==> src/rtl/lc3b_types.sv <==
// lc3b_types: types and constants shared by the memory-path blocks.
//   arb_state_t  - state of the memory-port arbiter (IDLE, I granted, D granted)
//   GRANT_*      - encodings shown on the arbiter's debug grant output
package lc3b_types;

  // The state values match the grant encodings, so a state can be read
  // directly as "who owns the port".
  typedef enum logic [1:0] {
    ARB_IDLE  = 2'b00,
    ARB_GNT_I = 2'b01,
    ARB_GNT_D = 2'b10
  } arb_state_t;

  localparam logic [1:0] GRANT_NONE = 2'b00;
  localparam logic [1:0] GRANT_I    = 2'b01;
  localparam logic [1:0] GRANT_D    = 2'b10;

endpackage

==> src/rtl/arb_rr2.sv <==
// arb_rr2: two-way round-robin pick between the instruction and data ports.
//   req_i  in  instruction port is requesting
//   req_d  in  data port is requesting
//   last_d in  1 when D owned the port most recently
//   pick_d out 1 when D should be granted next (0 means I, if I requests)
module arb_rr2 (
  input  logic req_i,
  input  logic req_d,
  input  logic last_d,
  output logic pick_d
);

  // D wins when it is alone, or when both request and I was served last.
  assign pick_d = req_d & (~req_i | ~last_d);

endmodule

==> src/rtl/mem_arbiter.sv <==
// mem_arbiter: shares one physical memory port between instruction fetch (I)
// and the data port (D, driven by the indirect-load sequencer).
//   clk, reset_n           clock (rising edge), async active-low reset
//   i_read/i_address       I request (level, held until i_resp)
//   i_resp/i_rdata         I response pulse and read data
//   d_read/d_write/...     D request (level, held until d_resp)
//   d_resp/d_rdata         D response pulse and read data
//   p_*                    physical memory port (strobes out, p_resp/p_rdata in)
//   grant                  debug: 00 idle, 01 I, 10 D
// A grant is held until p_resp, and every transaction returns through IDLE,
// so memory always sees its strobes drop between accesses.
module mem_arbiter
  import lc3b_types::*;
#(
  parameter int DATA_W = 16
) (
  input  logic              clk,
  input  logic              reset_n,
  input  logic              i_read,
  input  logic [DATA_W-1:0] i_address,
  output logic              i_resp,
  output logic [DATA_W-1:0] i_rdata,
  input  logic              d_read,
  input  logic              d_write,
  input  logic [1:0]        d_wmask,
  input  logic [DATA_W-1:0] d_address,
  input  logic [DATA_W-1:0] d_wdata,
  output logic              d_resp,
  output logic [DATA_W-1:0] d_rdata,
  output logic              p_read,
  output logic              p_write,
  output logic [1:0]        p_wmask,
  output logic [DATA_W-1:0] p_address,
  output logic [DATA_W-1:0] p_wdata,
  input  logic              p_resp,
  input  logic [DATA_W-1:0] p_rdata,
  output logic [1:0]        grant
);

  arb_state_t state, state_next;
  logic       last_d, last_d_next;
  logic       req_i, req_d, pick_d;

  assign req_i = i_read;
  assign req_d = d_read | d_write;

  arb_rr2 u_rr (
    .req_i  (req_i),
    .req_d  (req_d),
    .last_d (last_d),
    .pick_d (pick_d)
  );

  always_ff @(posedge clk or negedge reset_n) begin
    if (!reset_n) begin
      state  <= ARB_IDLE;
      last_d <= 1'b0;
    end else begin
      state  <= state_next;
      last_d <= last_d_next;
    end
  end

  // Outputs depend only on the state and the owner's live inputs, so an
  // async reset forcing IDLE zeroes the physical port at once.
  // A dropped request without p_resp is an abort: back to IDLE and the
  // round-robin history is left alone.
  always_comb begin
    state_next  = state;
    last_d_next = last_d;
    grant       = GRANT_NONE;
    p_read      = 1'b0;
    p_write     = 1'b0;
    p_wmask     = 2'b00;
    p_address   = '0;
    p_wdata     = '0;
    i_resp      = 1'b0;
    i_rdata     = '0;
    d_resp      = 1'b0;
    d_rdata     = '0;

    case (state)
      ARB_IDLE: begin
        if (req_i || req_d) begin
          state_next = pick_d ? ARB_GNT_D : ARB_GNT_I;
        end
      end
      ARB_GNT_I: begin
        grant     = GRANT_I;
        p_read    = i_read;
        p_address = i_address;
        i_resp    = p_resp;
        i_rdata   = p_rdata;
        if (p_resp) begin
          state_next  = ARB_IDLE;
          last_d_next = 1'b0;
        end else if (!req_i) begin
          state_next = ARB_IDLE;
        end
      end
      ARB_GNT_D: begin
        grant     = GRANT_D;
        p_read    = d_read;
        p_write   = d_write;
        p_wmask   = d_wmask;
        p_address = d_address;
        p_wdata   = d_wdata;
        d_resp    = p_resp;
        d_rdata   = p_rdata;
        if (p_resp) begin
          state_next  = ARB_IDLE;
          last_d_next = 1'b1;
        end else if (!req_d) begin
          state_next = ARB_IDLE;
        end
      end
      default: begin
        state_next = ARB_IDLE;
      end
    endcase
  end

endmodule

==> config.mk <==
export PLATFORM = sky130hd
export DESIGN_NAME = mem_arbiter
export DESIGN_NICKNAME = d
export VERILOG_FILES = /design/src/rtl/lc3b_types.sv /design/src/rtl/arb_rr2.sv /design/src/rtl/mem_arbiter.sv
export SDC_FILE = /design/constraint.sdc
export NUM_CORES = 1
export LEC_CHECK = 0
export CAP_MARGIN = 15
export CELL_PAD_IN_SITES_DETAIL_PLACEMENT = 0
export CELL_PAD_IN_SITES_GLOBAL_PLACEMENT = 1
export CORE_MARGIN = 10
export CORE_UTILIZATION = 12
export CTS_CLUSTER_DIAMETER = 80
export DETAILED_ROUTE_END_ITERATION = 10
export GPL_TIMING_DRIVEN = 0
export PLACE_DENSITY_LB_ADDON = 0.1
export SLEW_MARGIN = 40
export SYNTH_ARGS = -nofsm -noshare
export SYNTH_HDL_FRONTEND = slang
export SYNTH_SLANG_ARGS = --single-unit
==> constraint.sdc <==
create_clock -name clk -period 4.4 [get_ports clk]
set_input_delay 1.1 -clock clk [delete_from_list [all_inputs] [get_ports clk]]
set_output_delay 1.1 -clock clk [all_outputs]
set_load 0.05 [all_outputs]
[Yosys cells after proc, flatten, opt, wreduce, memory -nomap -nowiden]
Index checks and enable logic that the tools add are counted.
Word-level totals
  bits in registers: 3
  word-level logic and storage cells: 39
  output and inout port bits: 72
Cells by class
  bitwise operators: 5
  mux-type cells: 20
  reduce and logical (&&, ||, !) cells: 5
  equality and inequality tests: 7
Operators by type and width (number)
  two-way mux 16 bit: 3
  one-hot mux 16 bit (2 select lines): 1
  two-way mux 2 bit: 7
  inequality test 2 bit, second input constant: 3
  inequality test 3 bit, second input constant: 2
  one-hot mux 2 bit (3 select lines): 1
  AND reduction 3 bit: 2
  two-way mux 1 bit: 5
  one-hot mux 1 bit (2 select lines): 2
  one-hot mux 2 bit (2 select lines): 1
  equality test 2 x 1 -> 1 bit, second input constant: 1
  equality test 2 bit, second input constant: 1
  zero test 2 bit: 1
  inverter 1 bit: 2
  OR 1 bit: 2
  nonzero test 2 bit: 1
  AND 1 bit: 1
  logical OR 1 bit: 1

[Depth between registers and ports, before layout]
Gate-level depths: netlist (run 1).
  word-level depth: 6
  depth in mapped cells: 7
  depth with buffers taken out: 6

[By module]
From an unflattened synthesis (run 1), not the netlist that was laid out.
Second synthesis, totals
  cells, all modules: 122
  area, all modules: 879.6 µm²
By module, submodules not included
  mem_arbiter: instances 1, seq. area each 75.1 µm², area an instance 868.3 µm², cells each 121
  arb_rr2: instances 1, seq. area each 0.0 µm², area an instance 11.3 µm², cells each 1

[Worst setup path after synthesis (run 1)]
No wires, ideal clock.
  path type: input -> output
  start: input port i_read
  end: output port p_read
  data arrival time: 2.287 ns
  slack: 1.013 ns
  stages on the path: 2
  path buffers: 0
  required time: 3.300 ns
  cell sequence: nand2_1 > a21boi_0
On the way
  longest elaborated chain between the ends: 1
RTL lines
  start: declaration: RTL line mem_arbiter.sv:19  | input logic i_read,
  one-hot mux 1 bit (2 select lines): RTL line mem_arbiter.sv:82  | case (state)
  end: declaration: RTL line mem_arbiter.sv:30  | output logic p_read,
Every way passes these cells.

[Final worst setup path (run 1)]
Ends and elaborated chain as after synthesis.

==> out/qor.yml, run 1 <==
yosys:
  synthCells: 122
  syn-num-nets: 198
  ys_top_cells_by_area: "and2_1, a22oi_1, nor2b_1"
  netlist-cell-type-count: 20
  synth_area_leader_cell: "and2_1"
  synth_top_cell_area_share_pct: 39.4
  synthAdderAreaFrac_pct: 6.06
  synthSimpleGateAreaFrac_pct: 54.2
  synth-compound-area-share_pct: 22.3
  ys_warn_count: 0
  yosysSeqAreaShare_pct: 9.09
  synth_seq_cells: 3
  yosys.area_share.xor_xnor_pct: 0
  synth_top_family_by_area: "simple AND/OR/NAND/NOR gates"
  avgSynthCellArea_sq_um: 6.77
  synthMuxAreaShare_pct: 0
  synth.cell_area_sq_um: 826
sta:
  fin_ws_ns: 0.513
  setup_viol_count_final: 0
  timing.hold.ws_ns: 0.486
  finalCriticalPeriod_ns: 3.89
  fin_worst_skew_ns: 0.000502
  drv_slew: 0
  maxSlewHeadroom_pct: 63.6
  setup_tns_ns: 0
  fmax_mhz: 257
  worst_pin_slew_ns: 0.544
  finalHoldViolCount: 0
  finalCritPeriodShare_pct: 88.3
  grt_setup_unrepaired: "false"
clock_network:
  cts_num_sinks: 3
  clockBufferDepth: 2
  tritoncts: "built"
  cts_setup_buffers: 0
  cts_buffers: 3
  cts_hold_buf: 0
  insertion_delay_ns: 0.22
  ctsHtreeMaxLevel: 1
  root_buffer: "clkbuf_8"
  cts-resized-gates: 0
  path_clk_slew_ns: 0.03
outcome:
  status: "completed"
final_layout:
  antenna_cells: 0
  fin_nets: 346
  fin_area_sq_um: 2400
  areaGrowthSynthToFinish_pct: 191
  post_route_cells_drive_above_1_share_pct: 3.72
global_route:
  grt_first_pass_wirelength_mm: 8.00
  grt_max_degree: 11
  grt_overflow: 0
  grt_pass1_vias: 1530
  grt_usage_pct: 9.71
  antenna_found_initial: 0
place:
  gp_congestion: 0.703
  post_dp_cell_area_sq_um: 2360
  place_ws_ns: 0.488
  numPortBuffers: 143
  hpwl_mm: 4.97
critical_path:
  crit_family: "buffers and inverters"
  max_stage_delay_ns: 0.85
  critPathBufInv: 2
  required_ns: 3.30
  regToRegSetupSlack_ns: 2.83
  path_max_fanout: 4
  r2r-start: "state[1]$_DFFE_PN0P_"
  crit_type: "primary input to primary output"
  path_cells: "clkdlybuf4s50_1 > nand2_1 > a21boi_0 > clkdlybuf4s50_1"
  endpoint_kind: "primary output"
  worstPathArrival_ns: 2.79
  worstReg2RegEnd: "state[0]$_DFFE_PN0P_"
  crit_path_start_kind: "primary input"
  crit_slowest_cell: "clkdlybuf4s50_1"
  cpMostUsedCell: "clkdlybuf4s50_1"
  rr_worst_depth: 6
drt:
  drt-vias-per-instance: 4.01
  drt_iter0_drc: 26
  drc: 0
  vias: 1400
  dr.pass1.iters: 4
  antenna_left: 0
  postRouteWirelength_mm: 5.61
  wl_per_cell_um: 16.1
floorplanning:
  initial_utilization_pct: 12.2
  rows: 30
  core_area_sq_um: 6760
  die_area_sq_um: 10600
  die_w_um: 103
  die_y_um: 103
  boundaryPins: 144
power_and_ir_drop:
  vdd_drop_max_mv: 0.268
  static-leakage-power_nw: 0.899
  p_total_mw: 1.68
  p_per_area_nw_per_um2: 699
hold_path:
  holdPathStages: 1
  hold_class: "flop to flop"
  min_from: "last_d$_DFFE_PN0P_"
  whs_endpoint: "last_d$_DFFE_PN0P_"
job:
  cap_violations: 0
## logic make-up after synthesis
kind of cell	after synthesis
AO/OA/AOI/OAI	26
buffers and inverters	15
adder cells (fa/ha/maj)	4
AND/OR/NAND/NOR	74
flip-flops	3
## metal layers
metal | wire length (um) | GRT usage [%] | vias up
li1 | - | - | 693
met1 | 2010 | 9.37 | 592
met2 | 2420 | 15.9 | 107
met3 | 1060 | 7.17 | 8
met4 | 120 | 3.21 | 0
met5 | 0 | 0 | -
## worst max-delay path by stage
stage | cells past startpoint | slack [ns] | end | startpoint
after floorplan | 2 | 1.01 | p_read | i_read
after global placement | 4 | 0.48 | p_read | i_read
after detailed placement | 4 | 0.49 | p_read | i_read
after CTS | 4 | 0.49 | p_read | i_read
after global routing | 4 | 0.43 | p_read | i_read
final | 4 | 0.51 | p_read | i_read
## cell usage in the layout (no fill, tap or decap), types with 2 or more instances in the layout
master	count
a21oi_1	2
a22oi_1	16
and2_1	52
buf_2	2
buf_4	2
clkbuf_1	6
clkbuf_2	2
clkbuf_8	3
clkdlybuf4s50_1	143
dfrtp_1	3
ha_1	4
inv_1	4
nand2_1	5
nor2b_1	16
o21ai_1	2
## report_power, final
group,switching [mW],internal [mW]
registers,0.0104,0.0407
clock network,0.0205,0.0620
logic,0.995,0.550
## cells in the mapped netlist (all sizes together)
cell and number:
and2 52, clkbuf 7, a22o 1, o21ai 3, o22ai 1, nor2b 16, inv 4, a21boi 1
a22oi 16, a21oi 3, ha 4, a21o 1, buf 4, dfrtp 3, nor2 1, nand2 5
## sequential cells by signal (all words and copies together), names as in the netlist
name / count
last_d: 1
state: 2
## area by class of cell
cell class	count	area [sq um]
Multi-Input combinational cell	104	682
Buffer	11	53.8
Fill cell	735	4350
Timing Repair Buffer	143	1430
Sequential cell	3	75.1
Clock buffer	4	45.0
Inverter	4	15.0
Tap cell	80	100
## metrics by stage
| stage | utilization, % | cells |
|---|---|---|
| after global placement | 34.9 | 345 |
| after detailed placement | 34.9 | 345 |
| after global routing | 35.6 | 349 |
| after CTS | 35.6 | 349 |
| after floorplan | - | 122 |
| final | 35.6 | 349 |
(Power assumes the default switching activity.)
==> run 2, diff against run 1 <==
SETUP_SLACK_MARGIN = 0.3   (was unset)
==> results of run 2 <==
Same layout as run 1: the final DEF is identical, and so are final timing and power.
==> run 3, diff against run 2 <==
CORE_ASPECT_RATIO = 0.5   (was unset)
==> run 3 against run 2 <==
  * Critical endpoint unchanged
  * Highest routed layer unchanged
  * Routed wire length down 6.2%
  * Clock power up 73%
  * Register-to-register slack about the same
  * Via count down 2.7%
  * Sequential power up 2%
  * Worst hold slack better by 0.018 ns
  * Largest power group unchanged
==> out/qor.yml, run 3 (synthesized netlist as in run 1, its figures left out) <==
power_and_ir_drop:
  vdd_drop_max_mv: 0.216  # -20%
  p_comb_share_pct: 88.8  # -3.2 points
  power.share.clock_pct: 8.2  # +3.3 points
  static-leakage-power_nw: 0.915  # +1.7%
  p_total_mw: 1.73  # +3.2%
  p_per_area_nw_per_um2: 707  # +1.1%
  p_switching_mw: 1.02  # -0.38%
  p_int_uw: 710  # +8.8%
  seqPwrFrac_pct: 3.0  # about the same
  p_sw_share_pct: 59.0  # -2.1 points
final_layout:
  nFillCells: 696  # -5.3%
  utilization_pct: 36.7  # +1.2 points
  layout_common_cells: "clkdlybuf4s50_1, and2_1, a22oi_1, nor2b_1, clkbuf_1"
  largest_reg_flops: 2  # unchanged
  post_route_cells_drive_above_1_share_pct: 3.72  # unchanged
  seq_area_sq_um: 75.1  # unchanged
  fin_nets: 346  # unchanged
  multi_input_area_sq_um: 682  # unchanged
  fin_area_sq_um: 2450  # +2.0%
  reg_top3: "state (2), last_d (1)"
  final_common_cell: "clkdlybuf4s50_1"
  finalNonFillerCells: 361  # +3.4%
  top_register: "state"
  antenna_cells: 0  # unchanged
  areaGrowthSynthToFinish_pct: 197
global_route:
  grt_first_pass_wirelength_mm: 7.90  # -1.3%
  grt_pass1_vias: 1518  # -0.78%
  antenna_found_initial: 0  # unchanged
  grt_max_degree: 11  # unchanged
  grt_overflow: 0  # unchanged
  grt_usage_pct: 9.01  # -0.70 points
clock_network:
  root_buffer: "clkbuf_16"
  cts_num_sinks: 3  # unchanged
  clockBufferDepth: 2  # unchanged
  cts-resized-gates: 0  # unchanged
  insertion_delay_ns: 0.22  # about the same
  cts_setup_buffers: 0  # unchanged
  cts_hold_buf: 0  # unchanged
  path_clk_slew_ns: 0.03  # about the same
  cts_buffers: 3  # unchanged
  ctsHtreeMaxLevel: 1  # unchanged
  tritoncts: "built"
place:
  hpwl_mm: 4.71  # -5.2%
  place_ws_ns: 0.531  # +0.0429 ns
  numPortBuffers: 143  # unchanged
  dp_cells: 357  # +3.5%
  post_dp_cell_area_sq_um: 2370  # +0.64%
  gp_congestion: 0.729  # +3.6%
hold_path:
  hold_class: "flop to flop"
  min_from: "last_d$_DFFE_PN0P_"
sta:
  fin_worst_skew_ns: 0.00119  # +0.000692 ns
  setup_viol_count_final: 0  # unchanged
  maxSlewHeadroom_pct: 64.3  # +0.64 points
  finalCritPeriodShare_pct: 87.1  # -1.2 points
  setup_tns_ns: 0  # unchanged
  fin_ws_ns: 0.566  # +0.0532 ns
  finalHoldViolCount: 0  # unchanged
  finalCriticalPeriod_ns: 3.83  # -0.0532 ns
  timing.hold.ws_ns: 0.505  # +0.0183 ns
  fmax_mhz: 261  # +1.4%
  worst_pin_slew_ns: 0.535  # -0.00956 ns
  grt_setup_unrepaired: "false"
  drv_slew: 0  # unchanged
floorplanning:
  initial_utilization_pct: 12.4  # +0.15 points
  core_area_sq_um: 6670  # -1.2%
  die_area_sq_um: 10800  # +1.9%
  die_y_um: 78.7  # -24%
  die_w_um: 137  # +33%
  boundaryPins: 144  # unchanged
  rows: 21  # -30%
critical_path:
  crit_type: "primary input to primary output"
  max_stage_delay_ns: 0.84  # about the same
  worstReg2RegEnd: "state[0]$_DFFE_PN0P_"
  crit_slowest_cell: "clkdlybuf4s50_1"
  crit_start: "i_read"
  endpoint_kind: "primary output"
  rr_worst_depth: 6  # unchanged
  path_max_fanout: 4  # unchanged
  required_ns: 3.30  # about the same
  regToRegSetupSlack_ns: 2.84  # about the same
  crit_path_start_kind: "primary input"
  worstPathArrival_ns: 2.73  # -0.06 ns
  path_cells: "clkdlybuf4s50_1 > nand2_1 > a21boi_0 > clkdlybuf4s50_1"
  r2r-start: "state[1]$_DFFE_PN0P_"
  crit_end: "p_read"
  cpMostUsedCell: "clkdlybuf4s50_1"
outcome:
  status: "completed"
drt:
  drt-vias-per-instance: 3.77  # -5.9%
  wl_per_cell_um: 14.6  # -9.3%
  postRouteWirelength_mm: 5.26  # -6.2%
  drt_iter0_drc: 22  # -15%
  vias: 1362  # -2.7%
  dr.pass1.iters: 4  # unchanged
  drc: 0  # unchanged
  antenna_left: 0  # unchanged
job:
  cap_violations: 0  # unchanged
## run 3: cell types whose count changed in the layout (fill, tap and decap cells not counted)
cell / before / now
clkbuf_16: 0 / 3
clkbuf_8: 3 / 0
## run 3: power groups by stage
stage	Sequential (mW)	Clock [mW]	Combinational, mW
2_1_floorplan	0.0493	0	1.03
3_3_place_gp	0.0521	0	1.56
3_5_place_dp	0.0524	0	1.56
4_1_cts	0.0521	0.145	1.57
5_1_grt	0.0532	0.149	1.63
6_report	0.0519	0.143	1.54
## run 3: per-layer routing
metal | part of all wire [%] | GRT usage (%) | vias up
li1 | - | - | 694
met1 | 34 | 7.93 | 612
met2 | 58 | 19.1 | 54
met3 | 8.6 | 3.05 | 2
met4 | 0.36 | 1.88 | 0
met5 | 0 | 0 | -
## run 3: worst max-delay path, delay by kind of cell
kind,cells,cell delay [ns]
AO/OA/AOI/OAI,1,0.16
AND/OR/NAND/NOR,1,0.10
buffers and inverters,2,1.36
## run 3: how the worst min path moves through the flow
stage | to | slack [ns] | cells after the start
after global routing | last_d$_DFFE_PN0P_ | 0.52 | 1
after detailed placement | last_d$_DFFE_PN0P_ | 0.50 | 1
after CTS | last_d$_DFFE_PN0P_ | 0.51 | 1
after global placement | last_d$_DFFE_PN0P_ | 0.50 | 1
final | last_d$_DFFE_PN0P_ | 0.50 | 1
after floorplan | last_d$_DFFE_PN0P_ | 0.47 | 1
## run 3: final cells by class
cell class	instances	share of cell area (%)
flip-flops and latches	3	3.06
clock buffers	4	3.22
well taps	92	4.70
inverters	4	0.613
plain buffers	11	2.19
repair buffers	143	58.4
multi-input cells	104	27.8
